## src/rtl/text_console_writer.sv

```systemverilog
// text_console_writer: byte-stream writer for the 70x30 VGA text RAM.
// Define TEXT_CLEAR_ON_RESET_EN to blank the whole RAM after every reset.
module text_console_writer #(
  parameter int         COLS   = 70,
  parameter int         ROWS   = 30,
  parameter int         ADDR_W = 12,
  parameter logic [7:0] BLANK  = 8'h00
) (
  input  logic              clk,
  input  logic              clrn,
  input  logic              char_valid,
  input  logic [7:0]        char_data,
  output logic              char_ready,
  output logic [ADDR_W-1:0] wraddress,
  output logic [7:0]        wrdata,
  output logic              wren,
  output logic [ADDR_W-1:0] rdaddress,
  input  logic [7:0]        q,
  output logic [6:0]        cur_x,
  output logic [4:0]        cur_y,
  output logic              busy
);

  localparam logic [2:0] S_IDLE    = 3'd0;
  localparam logic [2:0] S_PUT     = 3'd1;
  localparam logic [2:0] S_SCR_RD  = 3'd2;
  localparam logic [2:0] S_SCR_WR  = 3'd3;
  localparam logic [2:0] S_SCR_CLR = 3'd4;
  localparam logic [2:0] S_CLR     = 3'd5;

`ifdef TEXT_CLEAR_ON_RESET_EN
  localparam logic [2:0] S_RST = S_CLR;
`else
  localparam logic [2:0] S_RST = S_IDLE;
`endif

  localparam logic [ADDR_W-1:0] ROW_W    = ADDR_W'(COLS);
  localparam logic [ADDR_W-1:0] NXT_SRC  = ADDR_W'(COLS + 1);
  localparam logic [ADDR_W-1:0] SCR_N    = ADDR_W'(COLS * (ROWS - 1));
  localparam logic [ADDR_W-1:0] SCR_LAST = ADDR_W'(COLS * (ROWS - 1) - 1);
  localparam logic [ADDR_W-1:0] CELL_LST = ADDR_W'(COLS * ROWS - 1);
  localparam logic [6:0]        X_MAX    = 7'(COLS - 1);
  localparam logic [4:0]        Y_MAX    = 5'(ROWS - 1);

  logic [2:0]        state_q, state_d;
  logic [ADDR_W-1:0] cnt_q, cnt_d;
  logic [6:0]        cur_x_q, cur_x_d;
  logic [4:0]        cur_y_q, cur_y_d;
  logic [ADDR_W-1:0] wraddress_q, wraddress_d;
  logic [7:0]        wrdata_q, wrdata_d;
  logic              wren_q, wren_d;
  logic [ADDR_W-1:0] rdaddress_q, rdaddress_d;
  logic              ready_q, ready_d;
  logic              busy_q, busy_d;

  logic [ADDR_W-1:0] pos;
  logic              is_print;
  logic              scroll_go;

  assign pos = ADDR_W'(cur_x_q) + ADDR_W'(cur_y_q) * ROW_W;
  assign is_print = (char_data >= 8'h20) && (char_data <= 8'h7E);

  always_comb begin
    state_d     = state_q;
    cnt_d       = cnt_q;
    cur_x_d     = cur_x_q;
    cur_y_d     = cur_y_q;
    wraddress_d = wraddress_q;
    wrdata_d    = wrdata_q;
    wren_d      = 1'b0;
    rdaddress_d = rdaddress_q;
    scroll_go   = 1'b0;
    unique case (state_q)
      S_IDLE: begin
        if (char_valid) begin
          unique case (1'b1)
            is_print: begin
              wren_d      = 1'b1;
              wraddress_d = pos;
              wrdata_d    = char_data;
              state_d     = S_PUT;
            end
            char_data == 8'h0A: begin
              cur_x_d = '0;
              if (cur_y_q == Y_MAX) scroll_go = 1'b1;
              else cur_y_d = cur_y_q + 5'd1;
            end
            char_data == 8'h0D: cur_x_d = '0;
            char_data == 8'h08: begin
              // both backspace cases land on the cell just before pos
              if (cur_x_q != '0 || cur_y_q != '0) begin
                wren_d      = 1'b1;
                wraddress_d = pos - ADDR_W'(1);
                wrdata_d    = BLANK;
                if (cur_x_q != '0) begin
                  cur_x_d = cur_x_q - 7'd1;
                end else begin
                  cur_x_d = X_MAX;
                  cur_y_d = cur_y_q - 5'd1;
                end
              end
            end
            char_data == 8'h0C: begin
              state_d = S_CLR;
              cnt_d   = '0;
            end
            default: ;
          endcase
        end
      end
      S_PUT: begin
        state_d = S_IDLE;
        if (cur_x_q == X_MAX) begin
          cur_x_d = '0;
          if (cur_y_q == Y_MAX) scroll_go = 1'b1;
          else cur_y_d = cur_y_q + 5'd1;
        end else begin
          cur_x_d = cur_x_q + 7'd1;
        end
      end
      S_SCR_RD: state_d = S_SCR_WR;
      S_SCR_WR: begin
        // q holds the cell read from rdaddress during S_SCR_RD
        wren_d      = 1'b1;
        wraddress_d = cnt_q;
        wrdata_d    = q;
        if (cnt_q == SCR_LAST) begin
          state_d = S_SCR_CLR;
          cnt_d   = SCR_N;
        end else begin
          state_d     = S_SCR_RD;
          cnt_d       = cnt_q + ADDR_W'(1);
          rdaddress_d = cnt_q + NXT_SRC;
        end
      end
      S_SCR_CLR, S_CLR: begin
        wren_d      = 1'b1;
        wraddress_d = cnt_q;
        wrdata_d    = BLANK;
        if (cnt_q == CELL_LST) begin
          state_d = S_IDLE;
          cur_x_d = '0;
          cur_y_d = (state_q == S_CLR) ? 5'd0 : Y_MAX;
        end else begin
          cnt_d = cnt_q + ADDR_W'(1);
        end
      end
      default: state_d = S_IDLE;
    endcase
    if (scroll_go) begin
      state_d     = S_SCR_RD;
      cnt_d       = '0;
      rdaddress_d = ROW_W;
    end
    ready_d = (state_d == S_IDLE);
    busy_d  = (state_d != S_IDLE);
  end

  always_ff @(posedge clk or negedge clrn) begin
    if (!clrn) begin
      state_q     <= S_RST;
      cnt_q       <= '0;
      cur_x_q     <= '0;
      cur_y_q     <= '0;
      wraddress_q <= '0;
      wrdata_q    <= '0;
      wren_q      <= 1'b0;
      rdaddress_q <= '0;
      ready_q     <= (S_RST == S_IDLE);
      busy_q      <= (S_RST != S_IDLE);
    end else begin
      state_q     <= state_d;
      cnt_q       <= cnt_d;
      cur_x_q     <= cur_x_d;
      cur_y_q     <= cur_y_d;
      wraddress_q <= wraddress_d;
      wrdata_q    <= wrdata_d;
      wren_q      <= wren_d;
      rdaddress_q <= rdaddress_d;
      ready_q     <= ready_d;
      busy_q      <= busy_d;
    end
  end

  assign char_ready = ready_q;
  assign busy       = busy_q;
  assign cur_x      = cur_x_q;
  assign cur_y      = cur_y_q;
  assign wraddress  = wraddress_q;
  assign wrdata     = wrdata_q;
  assign wren       = wren_q;
  assign rdaddress  = rdaddress_q;

endmodule
```

## config.mk

```make
export PLATFORM = sky130hd
export DESIGN_NAME = text_console_writer
export DESIGN_NICKNAME = d
export VERILOG_FILES = /design/src/rtl/text_console_writer.sv
export SDC_FILE = /design/constraint.sdc
export NUM_CORES = 1
export LEC_CHECK = 0
export ABC_AREA = 1
export CORE_UTILIZATION = 58
export DETAILED_ROUTE_END_ITERATION = 10
export GPL_TIMING_DRIVEN = 0
export PLACE_DENSITY = 0.84
export SYNTH_ARGS = -nofsm -noshare
export SYNTH_HDL_FRONTEND = slang
export SYNTH_SLANG_ARGS = --single-unit
```

## constraint.sdc

```tcl
create_clock -name clk -period 6.9 [get_ports clk]
set_input_delay 1.035 -clock clk [delete_from_list [all_inputs] [get_ports clk]]
set_output_delay 1.035 -clock clk [all_outputs]
set_load 0.005 [all_outputs]
```

# ---- Word-level counts from Yosys, hierarchy flattened
# Index checks and enable logic that the tools add are counted.
dict set report op_classes {
  add_sub_neg 8
  multipliers 1
  order_cmp 2
  eq_ne 25
  muxes 48
  n_reduce_logical 21
}
# op count
set op_table {}
lappend op_table {{$mux W12} 10}
lappend op_table {{$pmux W12 S2} 2}
lappend op_table {{$pmux W12 S3} 1}
lappend op_table {{$mux W5} 7}
lappend op_table {{$mux W7} 5}
lappend op_table {{$eq A8 B4 Y1 const B} 4}
lappend op_table {{$ne A3 B3 Y1 const B} 8}
lappend op_table {{$pmux W8 S3} 1}
lappend op_table {{$pmux W7 S3} 1}
lappend op_table {{$mux W8} 2}
lappend op_table {{$pmux W8 S2} 1}
lappend op_table {{$pmux W5 S3} 1}
lappend op_table {{$pmux W7 S2} 1}
lappend op_table {{$add A12 B1 Y12 const B} 1}
lappend op_table {{$add A12 B7 Y12 const B} 1}
lappend op_table {{$add A7 B12 Y12} 1}
lappend op_table {{$eq A12 B11 Y1 const B} 1}
lappend op_table {{$eq A12 B12 Y1 const B} 1}
lappend op_table {{$mux W3} 4}
lappend op_table {{$pmux W3 S4} 1}
lappend op_table {{$reduce_and A4 Y1} 3}
lappend op_table {{$sub A12 B1 Y12 const B} 1}
lappend op_table {{$mul A5 B6 Y11 const B} 1}
lappend op_table {{$pmux W5 S2} 1}
lappend op_table {{28 further kinds} 45}
dict set report totals {
  reg_bits 62
  input_bits 19
  out_inout_bits 47
  elab_cells 115
}

# ---- Logic depth before layout (Yosys ltp)
# Gate-level depths: netlist (run 1).
dict set report depth {
  ltp_word 7
  mapped_depth 25
  depth_no_buf 25
}

# ---- Worst setup path before layout (run 1)
# OpenSTA, ideal clock, no wires.
dict set report synth_path {
  path_kind {reg-to-reg}
  from {reg cur_y_q[3], in the netlist cur_y[3]}
  to {reg wraddress_q[11], in the netlist wraddress[11]}
  setup_ps 116
  t_arrival_ps 3327
  required_ps 6784
  slack_ps 3457
  path_stages_with_launch 24
  n_path_buf 0
  synth_period_minus_slack_ps 3443
  path_cell_list {dfrtp_1 inv_1 ha_1 inv_1 ha_1 ha_1 nand2_1 inv_1 nand2_1 nand2_1 xor2_1 ha_1 nand2_1 nor2_1 nand2_1 nand3_1 nand2_1 nor2_1 xor2_1 nand3_1 nand2_1 nand3_1 nand2_1 nand2_1}
}
dict set report synth_via {
  elab_chain_cells 7
  elab_cells_between_ends 11
  cone_classes {add/sub (2); mul (1); eq/ne (1); mux (4); reduce/logical (3)}
}
# element line
set synth_rtl {}
lappend synth_rtl {{start, declared} 48} ;# logic [4:0] cur_y_q, cur_y_d;
lappend synth_rtl {{start signal, assigned} 175} ;# cur_y_q <= cur_y_d;
lappend synth_rtl {{$mul A5 B6 Y11} 60} ;# assign pos = ADDR_W'(cur_x_q) + ADDR_W'(cur_y_q) * ROW_W;
lappend synth_rtl {{$add A7 B12 Y12} 60}
lappend synth_rtl {{$sub A12 B1 Y12} 93} ;# wraddress_d = pos - ADDR_W'(1);
lappend synth_rtl {{$mux W12} 91} ;# if (cur_x_q != '0 || cur_y_q != '0) begin
lappend synth_rtl {{$pmux W12 S2} 76} ;# unique case (1'b1)
lappend synth_rtl {{$mux W12} 75} ;# if (char_valid) begin
lappend synth_rtl {{$pmux W12 S2} 73} ;# unique case (state_q)
lappend synth_rtl {{end signal, assigned} 176} ;# wraddress_q <= wraddress_d;
lappend synth_rtl {{end, declared} 49} ;# logic [ADDR_W-1:0] wraddress_q, wraddress_d;
# Several ways; a longest one is shown, not always the timed one. The select of a mux whose other input is x is not followed.
# A chain may end at the register's enable or synchronous reset.

# ---- Worst setup path in the final report (run 1)
# Ends and elaborated chain as after synthesis.

==> results of run 1 <==
placed cells by master, fill, tap and decap left out, types with 27 or more instances in the layout:
| master | n |
|---|---|
| nor2_1 | 60 |
| a21oi_1 | 40 |
| o21ai_0 | 43 |
| clkdlybuf4s50_1 | 64 |
| nand2_1 | 152 |
| inv_1 | 88 |
| nand3_1 | 49 |
| dfrtp_1 | 61 |
| xor2_1 | 27 |
| ha_1 | 32 |
registers in the layout, summed over array words and instances (netlist names):
register,count
cur_y,5
busy,1
wrdata,8
cnt_q,12
wren,1
char_ready,1
state_q,3
wraddress,12
cur_x,7
rdaddress,12
cell type report:
cell class / count / area, um^2 / area share [%]
buffer: 10 / 62.6 / 1.09
sequential: 62 / 1550 / 27.1
tap: 102 / 128 / 2.22
multi-input combinational: 490 / 2770 / 48.3
clock buffer: 10 / 138 / 2.40
timing repair buffer: 65 / 648 / 11.3
inverter: 91 / 347 / 6.04
clock inverter: 6 / 92.6 / 1.61
power by group:
part	switching, mW	leakage, nW	internal [mW]
sequential	0.0785	0.765	0.430
clock	0.159	0.109	0.215
combinational	0.854	1.88	0.597
total	1.09	2.75	1.24
path summary, 6_finish.rpt:
path / from / end / slack, ns / depth (start not counted)
hold / removal: rdaddress[4] / rdaddress[4] / 0.49 / 2
max in group asynchronous: clrn / cur_y[4] / 5.60 / 1
setup / recovery: cur_y[3] / wraddress[11] / 2.92 / 21
setup reg to reg: cur_y[3] / wraddress[11] / 2.92 / 21
hold reg to reg: rdaddress[4] / rdaddress[4] / 0.49 / 2
min in group asynchronous: clrn / wraddress[10] / 0.76 / 1
through the flow:
| step | power (mW) | worst slack, ns | area, um^2 | std cells |
|---|---|---|---|---|
| 4_1_cts | 2.32 | 2.95 | 5740 | 836 |
| 5_1_grt | 2.57 | 2.56 | 5740 | 836 |
| 3_5_place_dp | 1.95 | 2.98 | 5510 | 820 |
| 2_1_floorplan | 1.55 | 3.46 | 4730 | 653 |
| 6_report | 2.33 | 2.92 | 5740 | 836 |
| 3_3_place_gp | 1.89 | 2.74 | 5510 | 820 |
routing by layer:
| metal | part of all wire, % | global-route usage, % | vias to the layer above |
|---|---|---|---|
| met5 | 0 | 0 | - |
| met4 | 2.0 | 10.0 | 0 |
| met3 | 6.1 | 3.45 | 24 |
| met2 | 45 | 50.6 | 205 |
| met1 | 47 | 48.2 | 2285 |
| li1 | - | - | 2312 |
worst reg2reg max path, stage by stage (launching register included):
cell and delay [ns]:
dfrtp_1 0.56, inv_1 0.19, ha_1 0.32, inv_1 0.06, ha_1 0.15, inv_1 0.05
fa_1 0.53, inv_1 0.13, xor2_1 0.19, ha_1 0.34, nand2_1 0.09, nor2_1 0.09
nand2_1 0.06, nand3_1 0.09, nand2_1 0.10, nor2_1 0.28, xor2_1 0.26, nand3_1 0.11
nand2_1 0.06, nand3_1 0.07, nand2_1 0.08, nand2_1 0.06
kinds of logic after synthesis:
kind of cell / synth area share, %
buffers and inverters: 8.65
flip-flops: 32.8
AND/OR/NAND/NOR: 28.0
adder cells (fa/ha/maj): 9.31
XOR/XNOR: 5.74
AO/OA/AOI/OAI: 15.5
==> out/qor.csv, run 1 <==
stage,metric,value,unit
floorplan,core_area,7810,um^2
placed_design,io_buffers,65,
drt,antenna_left,0,
status,status,"finished, final reports clean",
sta,hold_slack,0.487,ns
setup_path,endpoint_kind,register,
clocking,ctsResizeCount,0,
synth,synth_common_cells,"nand2_1, inv_1, dfrtp_1",
floorplan,die_w,92.3,um
setup_path,arrival,4.21,ns
synth,seq_area_frac_synth,32.8,%
setup_path,crit_path_frequent_cell,nand2_1,
power_and_ir_drop,ir_worst_vdd,0.000260,V
clocking,cts_buffer_depth,2,
drt,drtIter0Drc,389,
floorplan,rows,32,
grt,grt_pass1_wl,21800,um
setup_path,crit_family,adder cells,
setup_path,cp_slowest_stage_delay,0.56,ns
setup_path,startpoint_type,register,
synth,synthTopCellsByArea,"dfrtp_1, nand2_1, ha_1",
synth,syn-instance-count,653,
grt,grt_use_total,32.7,%
clocking,clk_pin_slew,0.08,ns
final_layout,area_growth,21.3,%
setup_path,crit_type,register to register,
final_layout,drive_above_1_share,6.40,%
setup_path,cp_num_buf_inv,4,
synth,ys_warn_count,0,
placed_design,gp_congestion,0.949,
synth,synth-edff-count,0,
sta,hold_viol_final,0,
grt,grt_max_degree,63,
setup_path,worst_path_max_delay_cell,dfrtp_1,
grt,grt_pass1_vias,4354,
final_layout,fillers,636,
final_layout,layout.nets,782,
placed_design,hpwl,10200,um
drt,detail_route.vias_per_cell,5.77,
synth,syn_area_per_cell,7.24,um^2
clocking,cts_hold_buffers,0,
clocking,cts_setup_buffers,0,
clocking,insertion_delay,0.35,ns
sta,final_max_slew_viol_count,0,
sta,worst_slew_margin_rel,46.7,%
synth,ys_seq_elements,62,
sta,fmax,252,MHz
synth,ys.flop_type,dfrtp_1,
sta,rsz0062_at_grt,false,
final_layout,post-route-util,73.5,%
synth,yosysTopAreaCell,dfrtp_1,
floorplan,initial_core_util,60.6,%
floorplan,io_pins,66,
drt,drt_first_pass_iters,5,
grt,grt_remaining_overflow,0,
grt,antenna_found_initial,0,
setup_path,cp_max_fo,10,
synth,syn_nets,706,
synth,yosys.cell_types.count,49,
sta,finalSetupTns,0,ns
drt,wl_per_cell,15.7,um
sta,setup_viol,0,
clocking,cts_root_buf,clkbuf_8,
setup_path,cp.required,7.13,ns
synth,synth_most_common_cell,nand2_1,
flow_run,drv_cap,0,
drt,vias,4826,
clocking,clock-sinks,62,
final_layout,diodes,0,
setup_path,path_cells,inv_1 -> ha_1 -> inv_1 -> ha_1 -> inv_1 -> fa_1 -> inv_1 -> xor2_1 -> ha_1 -> nand2_1 -> nor2_1 -> nand2_1 -> nand3_1 -> nand2_1 -> nor2_1 -> xor2_1 -> nand3_1 -> nand2_1 -> nand3_1 -> nand2_1 -> nand2_1,
drt,routed_wl,13200,um
synth,syn_area,4730,um^2
drt,drcViolationCount,0,
synth,async_reset_ff_share,100,%
sta,finalCritPeriodShare,57.6,%
clocking,htreeDepth,3,
power_and_ir_drop,p_leak,2.75,nW
synth,synth_top_area_share,32.3,%
sta,finClkSkew,0.0108,ns
power_and_ir_drop,p_per_area,407,nW/um^2
sta,timing.final.crit_period,3.98,ns
floorplan,dieArea,8520,um^2
clocking,numCtsBuffers,9,
worst_hold_path,min-delay-path-class,register to register,
sta,worst_pin_slew,0.800,ns
clocking,cts_tree,built,
floorplan,die_y,92.3,um
(Power assumes the default switching activity.)
==> inputs of run 2 (changes only) <==
Settings changed: CORE_UTILIZATION 58 to 51, PLACE_DENSITY 0.84 to 0.78.
Clock period 6.9 ns to 3.5 ns, I/O delays scaled along.
==> out/qor.csv, run 2 (synthesized netlist as in run 1, its figures left out) <==
stage,metric,value,unit,change
clocking,cts_buffer_depth,2,,unchanged
clocking,cts_root_buf,clkbuf_8,,
floorplan,dieArea,9660,um^2,+13%
grt,grt_use_total,28.1,%,-4.6 points
status,status,finished with violations,,
clocking,cts_tree,built,,
power_and_ir_drop,sw_frac_of_total,46.4,%,-0.35 points
setup_path,arrival,3.60,ns,-0.61 ns
floorplan,die_y,98.3,um,+6.5%
sta,worst_slew_margin_rel,44.1,%,-2.6 points
power_and_ir_drop,internal_power,2.76,mW,+120%
drt,drcViolationCount,9,,+9
sta,worst_pin_slew,0.827,ns,+0.0279 ns
placed_design,place_area,5530,um^2,+0.45%
power_and_ir_drop,power,5.15,mW,+120%
setup_path,endpoint_kind,register,,
final_layout,layout.nets,796,,+1.8%
setup_path,worstSetupStartpoint,cur_y[3],,
power_and_ir_drop,ir_worst_vdd,0.000463,V,+78%
grt,grt_pass1_wl,21700,um,-0.51%
drt,detail_route.vias_per_cell,5.66,,-1.9%
final_layout,layout_common_cells,"nand2_1, inv_1, clkdlybuf4s50_1",,
final_layout,diodes,0,,unchanged
setup_path,crit_path_frequent_cell,nand2_1,,
drt,wl_per_cell,15.6,um,-0.72%
floorplan,rows,34,,+6.3%
power_and_ir_drop,p_seq_share,19.3,%,-2.5 points
status,violations,design-rule violations,,
setup_path,cp_num_buf_inv,5,,+1
setup_path,cp.required,3.74,ns,-3.39 ns
sta,fmax,298,MHz,+19%
final_layout,drive_above_1_share,12.0,%,+5.6 points
floorplan,die_w,98.3,um,+6.5%
setup_path,cp_slowest_stage_delay,0.57,ns,about the same
sta,fin_ws,0.148,ns,-2.78 ns
worst_hold_path,min-delay-path-class,primary input to async pin,,
drt,drtIter0Drc,399,,+2.6%
setup_path,regToRegSetupSlack,0.15,ns,-2.78 ns
drt,drt_first_pass_iters,10,,+5
placed_design,hpwl,10100,um,-1.5%
setup_path,crit_family,adder cells,,
power_and_ir_drop,p_leak,2.84,nW,+3.3%
final_layout,area_growth,27.0,%,
drt,routed_wl,13400,um,+1.7%
grt,antenna_found_initial,0,,unchanged
setup_path,timing.rr.end,wraddress[11],,
floorplan,core_area,8850,um^2,+13%
placed_design,io_buffers,65,,unchanged
flow_run,drv_cap,0,,unchanged
placed_design,gp_congestion,1.01,,+6.3%
sta,final_max_slew_viol_count,0,,unchanged
clocking,htreeDepth,3,,unchanged
sta,timing.final.crit_period,3.35,ns,-0.624 ns
setup_path,startpoint_type,register,,
placed_design,pre_cts_ws,-0.419,ns,-3.40 ns
setup_path,worstRegToRegCells,23,,+9.5%
clocking,numCtsBuffers,9,,unchanged
clocking,clk_pin_slew,0.07,ns,about the same
grt,grt_pass1_vias,4452,,+2.3%
sta,setup_viol,0,,unchanged
power_and_ir_drop,combPwrFrac,65.2,%,+3.0 points
sta,finalSetupTns,0,ns,unchanged
grt,grt_remaining_overflow,0,,unchanged
drt,antenna_left,0,,unchanged
sta,hold_viol_final,0,,unchanged
setup_path,cp_max_fo,6,,-4
floorplan,io_pins,66,,unchanged
drt,vias,4847,,+0.44%
sta,finClkSkew,0.0119,ns,+0.00115 ns
setup_path,worst_path_max_delay_cell,fa_2,,
power_and_ir_drop,pwr-share-clk,15.4,%,-0.6 points
sta,finalCritPeriodShare,95.8,%,+38 points
power_and_ir_drop,switching_power,2.39,mW,+120%
clocking,clock-sinks,62,,unchanged
floorplan,initial_core_util,53.5,%,-7.1 points
power_and_ir_drop,p_per_area,857,nW/um^2,+110%
setup_path,crit_type,register to register,,
clocking,insertion_delay,0.35,ns,about the same
final_layout,final_area,6010,um^2,+4.7%
grt,grt_max_degree,40,,-37%
final_layout,final_common_cell,nand2_1,,
setup_path,path_cells,inv_4 -> ha_4 -> inv_2 -> ha_4 -> inv_2 -> fa_2 -> inv_4 -> xor2_1 -> ha_1 -> nand2_2 -> nor2_2 -> nand2_1 -> nand3_2 -> inv_2 -> nand2_2 -> nand2_2 -> nand3_4 -> nor2_4 -> nand3_1 -> nand2_1 -> nand3_1 -> nand2_1 -> nand2_1,,
setup_path,r2r-start,cur_y[3],,
run 2: cell count changes in the layout (fill, tap and decap cells not counted), moves of 3 or more:
| cell | before | now |
|---|---|---|
| inv_2 | 2 | 6 |
| nand2_1 | 152 | 147 |
| dfrtp_2 | 0 | 4 |
| buf_4 | 4 | 16 |
| nor2_1 | 60 | 56 |
| nand2_2 | 2 | 6 |
| ha_4 | 0 | 3 |
| inv_1 | 88 | 82 |
| ha_1 | 32 | 28 |
| nand3_1 | 49 | 46 |
| dfrtp_1 | 61 | 57 |
run 2: routing by layer:
metal / part of all wire [%] / track usage [%] / up-vias
li1: - / - / 2342
met1: 46 / 38.6 / 2292
met2: 46 / 46.3 / 194
met3: 6.8 / 3.94 / 19
met4: 1.6 / 8.04 / 0
met5: 0 / 0 / -
run 2: worst max-delay path by stage:
stage / end / slack (ns) / depth (start not counted)
after floorplan: wraddress[11] / 0.06 / 23
after global placement: wraddress[11] / -0.31 / 23
after detailed placement: wraddress[11] / -0.42 / 21
after CTS: wraddress[11] / 0.01 / 22
after global routing: wraddress[11] / -0.05 / 24
final: wraddress[11] / 0.15 / 23
run 2: power groups by stage:
stage               Combinational, mW  Sequential (mW)  Clock, mW
floorplan                        2.07            0.989          0
global placement                 2.73             1.01          0
detailed placement               2.81             1.02          0
CTS                              2.91            0.988      0.801
global route                     3.76             1.01      0.835
finish                           3.36            0.996      0.795
run 2: final cells by class:
class / instances / area, um^2
Timing Repair Buffer: 79 / 763
Tap cell: 108 / 135
Fill cell: 756 / 2840
Buffer: 10 / 62.6
Inverter: 91 / 352
Multi-Input combinational cell: 490 / 2890
Sequential cell: 62 / 1560
Clock inverter: 5 / 106
Clock buffer: 11 / 141
run 2: per-stage QoR:
step | instances | utilization (%) | hold slack (ns)
after floorplan | 653 | - | 0.229
after global placement | 826 | 62.3 | 0.464
after detailed placement | 827 | 62.5 | 0.469
after CTS | 846 | 65.8 | 0.174
after global routing | 856 | 67.9 | 0.203
final | 856 | 67.9 | 0.161
run 2: repair_timing:
| item | 4_1_cts | 5_1_grt |
|---|---|---|
| hold buffers | 0 | 0 |
| buffers inserted | 3 | 10 |
| gates resized for setup | 9 | 27 |
| endpoints found under the hold margin | 0 | 0 |
| gates cloned | 0 | 0 |
| endpoints found under the setup margin | 5 | 4 |
| pin swaps | 1 | 14 |
==> inputs of run 3 (changes only) <==
Settings changed: CORE_UTILIZATION 51 to 40, CTS_CLUSTER_SIZE from default to 28, PLACE_DENSITY 0.78 to 0.64.
==> out/qor.csv, run 3 (synthesized netlist as in run 1, its figures left out) <==
stage,metric,value,unit,change
drt,drcViolationCount,0,,-9
drt,routed_wl,13900,um,+4.0%
final_layout,drive_above_1_share,11.5,%,-0.57 points
final_layout,final_common_cell,nand2_1,,
floorplan,dieArea,12300,um^2,+27%
clocking,cts_tree,built,,
clocking,cts_buffer_depth,2,,unchanged
setup_path,arrival,3.65,ns,+0.05 ns
worst_hold_path,min-delay-path-class,primary input to async pin,,
clocking,htreeDepth,3,,unchanged
setup_path,crit_type,register to register,,
sta,timing.final.crit_period,3.37,ns,+0.0232 ns
final_layout,fillers,1104,,+46%
final_layout,multi_input_area,2880,um^2,-0.22%
floorplan,core_area,11500,um^2,+30%
final_layout,regArea,1560,um^2,unchanged
clocking,numCtsBuffers,9,,unchanged
drt,vias,4763,,-1.7%
sta,finClkSkew,0.00499,ns,-0.00692 ns
clocking,insertion_delay,0.33,ns,-0.02 ns
sta,fmax,296,MHz,-0.69%
power_and_ir_drop,p_per_area,856,nW/um^2,-0.11%
setup_path,worst_path_max_delay_cell,fa_1,,
sta,final_max_slew_viol_count,0,,unchanged
setup_path,cp.required,3.77,ns,+0.03 ns
final_layout,layout.cells.non_filler,893,,+4.3%
drt,drt_first_pass_iters,5,,-5
drt,wl_per_cell,15.6,um,-0.29%
sta,hold_viol_final,0,,unchanged
setup_path,path_cells,inv_4 -> ha_4 -> inv_2 -> ha_4 -> inv_1 -> fa_1 -> inv_2 -> xor2_1 -> ha_1 -> a21oi_1 -> nand3_2 -> inv_1 -> nand2_1 -> nand2_2 -> nand3_2 -> nor2_4 -> buf_4 -> nand3_2 -> nand3_1 -> nand2_1 -> nand2_1,,
power_and_ir_drop,p_leak,2.87,nW,+1.1%
sta,worst_pin_slew,0.741,ns,-0.0865 ns
placed_design,io_buffers,65,,unchanged
final_layout,layout.nets,798,,+0.25%
grt,grt_use_total,22.6,%,-5.4 points
setup_path,cp_slowest_stage_delay,0.56,ns,about the same
power_and_ir_drop,ir_worst_vdd,0.000362,V,-22%
floorplan,die_w,111,um,+13%
sta,finalCritPeriodShare,96.4,%,+0.66 points
placed_design,gp_congestion,0.933,,-7.4%
placed_design,place_inst,862,,+4.2%
sta,setup_viol,0,,unchanged
clocking,clk_pin_slew,0.06,ns,about the same
grt,grt_max_degree,34,,-15%
setup_path,endpoint_kind,register,,
final_layout,layout_common_cells,"nand2_1, inv_1, clkdlybuf4s50_1",,
floorplan,die_y,111,um,+13%
power_and_ir_drop,power,5.23,mW,+1.5%
grt,grt_pass1_wl,22400,um,+3.3%
drt,antenna_left,0,,unchanged
clocking,clock-sinks,62,,unchanged
floorplan,io_pins,66,,unchanged
setup_path,cp_max_fo,5,,-1
setup_path,startpoint_type,register,,
final_layout,area_growth,29.1,%,
final_layout,final_area,6110,um^2,+1.6%
grt,grt_remaining_overflow,0,,unchanged
flow_run,drv_cap,0,,unchanged
drt,drtIter0Drc,238,,-40%
status,status,"finished, final reports clean",,
drt,detail_route.vias_per_cell,5.33,,-5.8%
placed_design,hpwl,10500,um,+3.9%
sta,finalSetupTns,0,ns,unchanged
floorplan,initial_core_util,41.3,%,-12 points
floorplan,rows,39,,+15%
sta,worst_slew_margin_rel,50.0,%,+5.8 points
placed_design,place_area,5580,um^2,+0.79%
grt,antenna_found_initial,0,,unchanged
grt,grt_pass1_vias,4415,,-0.83%
final_layout,diodes,0,,unchanged
clocking,cts_root_buf,clkbuf_16,,
==> run 3: cell count changes in the layout (fill, tap and decap cells not counted), sizes merged <==
cell    previous run  this run
buf               24        26
bufinv             3         1
clkinv             2         4
==> run 3: metal layers <==
metal / share of wire, % / vias up / global-route usage [%]
met4: 0.98 / 0 / 6.40
met2: 46 / 132 / 35.5
met3: 4.7 / 12 / 3.61
met1: 48 / 2273 / 32.2
li1: - / 2346 / -
met5: 0 / - / 0
==> run 3: metrics by stage <==
step | util [%] | worst slack, ns | hold slack, ns
3_3_place_gp | 48.5 | -0.351 | 0.466
2_1_floorplan | - | 0.0571 | 0.229
3_5_place_dp | 48.6 | -0.452 | 0.471
4_1_cts | 51.5 | 0.00348 | 0.256
6_report | 53.3 | 0.125 | 0.240
5_1_grt | 53.3 | -0.0561 | 0.287
==> run 3: cell type report <==
class,count,area share [%]
clock inverter,5,0.983
timing repair buffer,81,12.8
buffer,10,1.02
inverter,91,5.72
multi-input combinational,490,47.2
tap,143,2.93
sequential,62,25.5
clock buffer,11,3.81
==> run 3: power by group <==
part / leakage, nW / switching (mW) / internal, mW / total, mW
combinational: 1.97 / 1.93 / 1.41 / 3.34
sequential: 0.761 / 0.148 / 0.855 / 1.00
clock: 0.140 / 0.332 / 0.553 / 0.885
total: 2.87 / 2.41 / 2.82 / 5.23
==> run 3: what timing repair did <==
item	4_1_cts	5_1_grt
endpoints found under the setup margin	5	5
setup buffers	1	14
resized for setup	9	22
gates cloned	0	0
pin swaps	2	12
hold buffers	0	0
==> run 3: worst max-delay path, delay by kind of cell, from the launching register on <==
kind	cells	cell delay [ns]
xor+xnor	1	0.14
flops	1	0.44
buf+inv	6	0.47
fa+ha+maj	4	1.24
simple gates	9	0.82
compound gates	1	0.20
==> run 3: final timing paths <==
kind | from | end | slack [ns] | cells after the start
max in group asynchronous | clrn | char_ready | 2.58 | 2
worst min register to register | wraddress[10] | wraddress[10] | 0.48 | 2
min in group clk | wraddress[10] | wraddress[10] | 0.48 | 2
worst min-delay path | clrn | rdaddress[9] | 0.24 | 1
worst max-delay path | cur_y[3] | wraddress[11] | 0.13 | 21
worst max register to register | cur_y[3] | wraddress[11] | 0.13 | 21
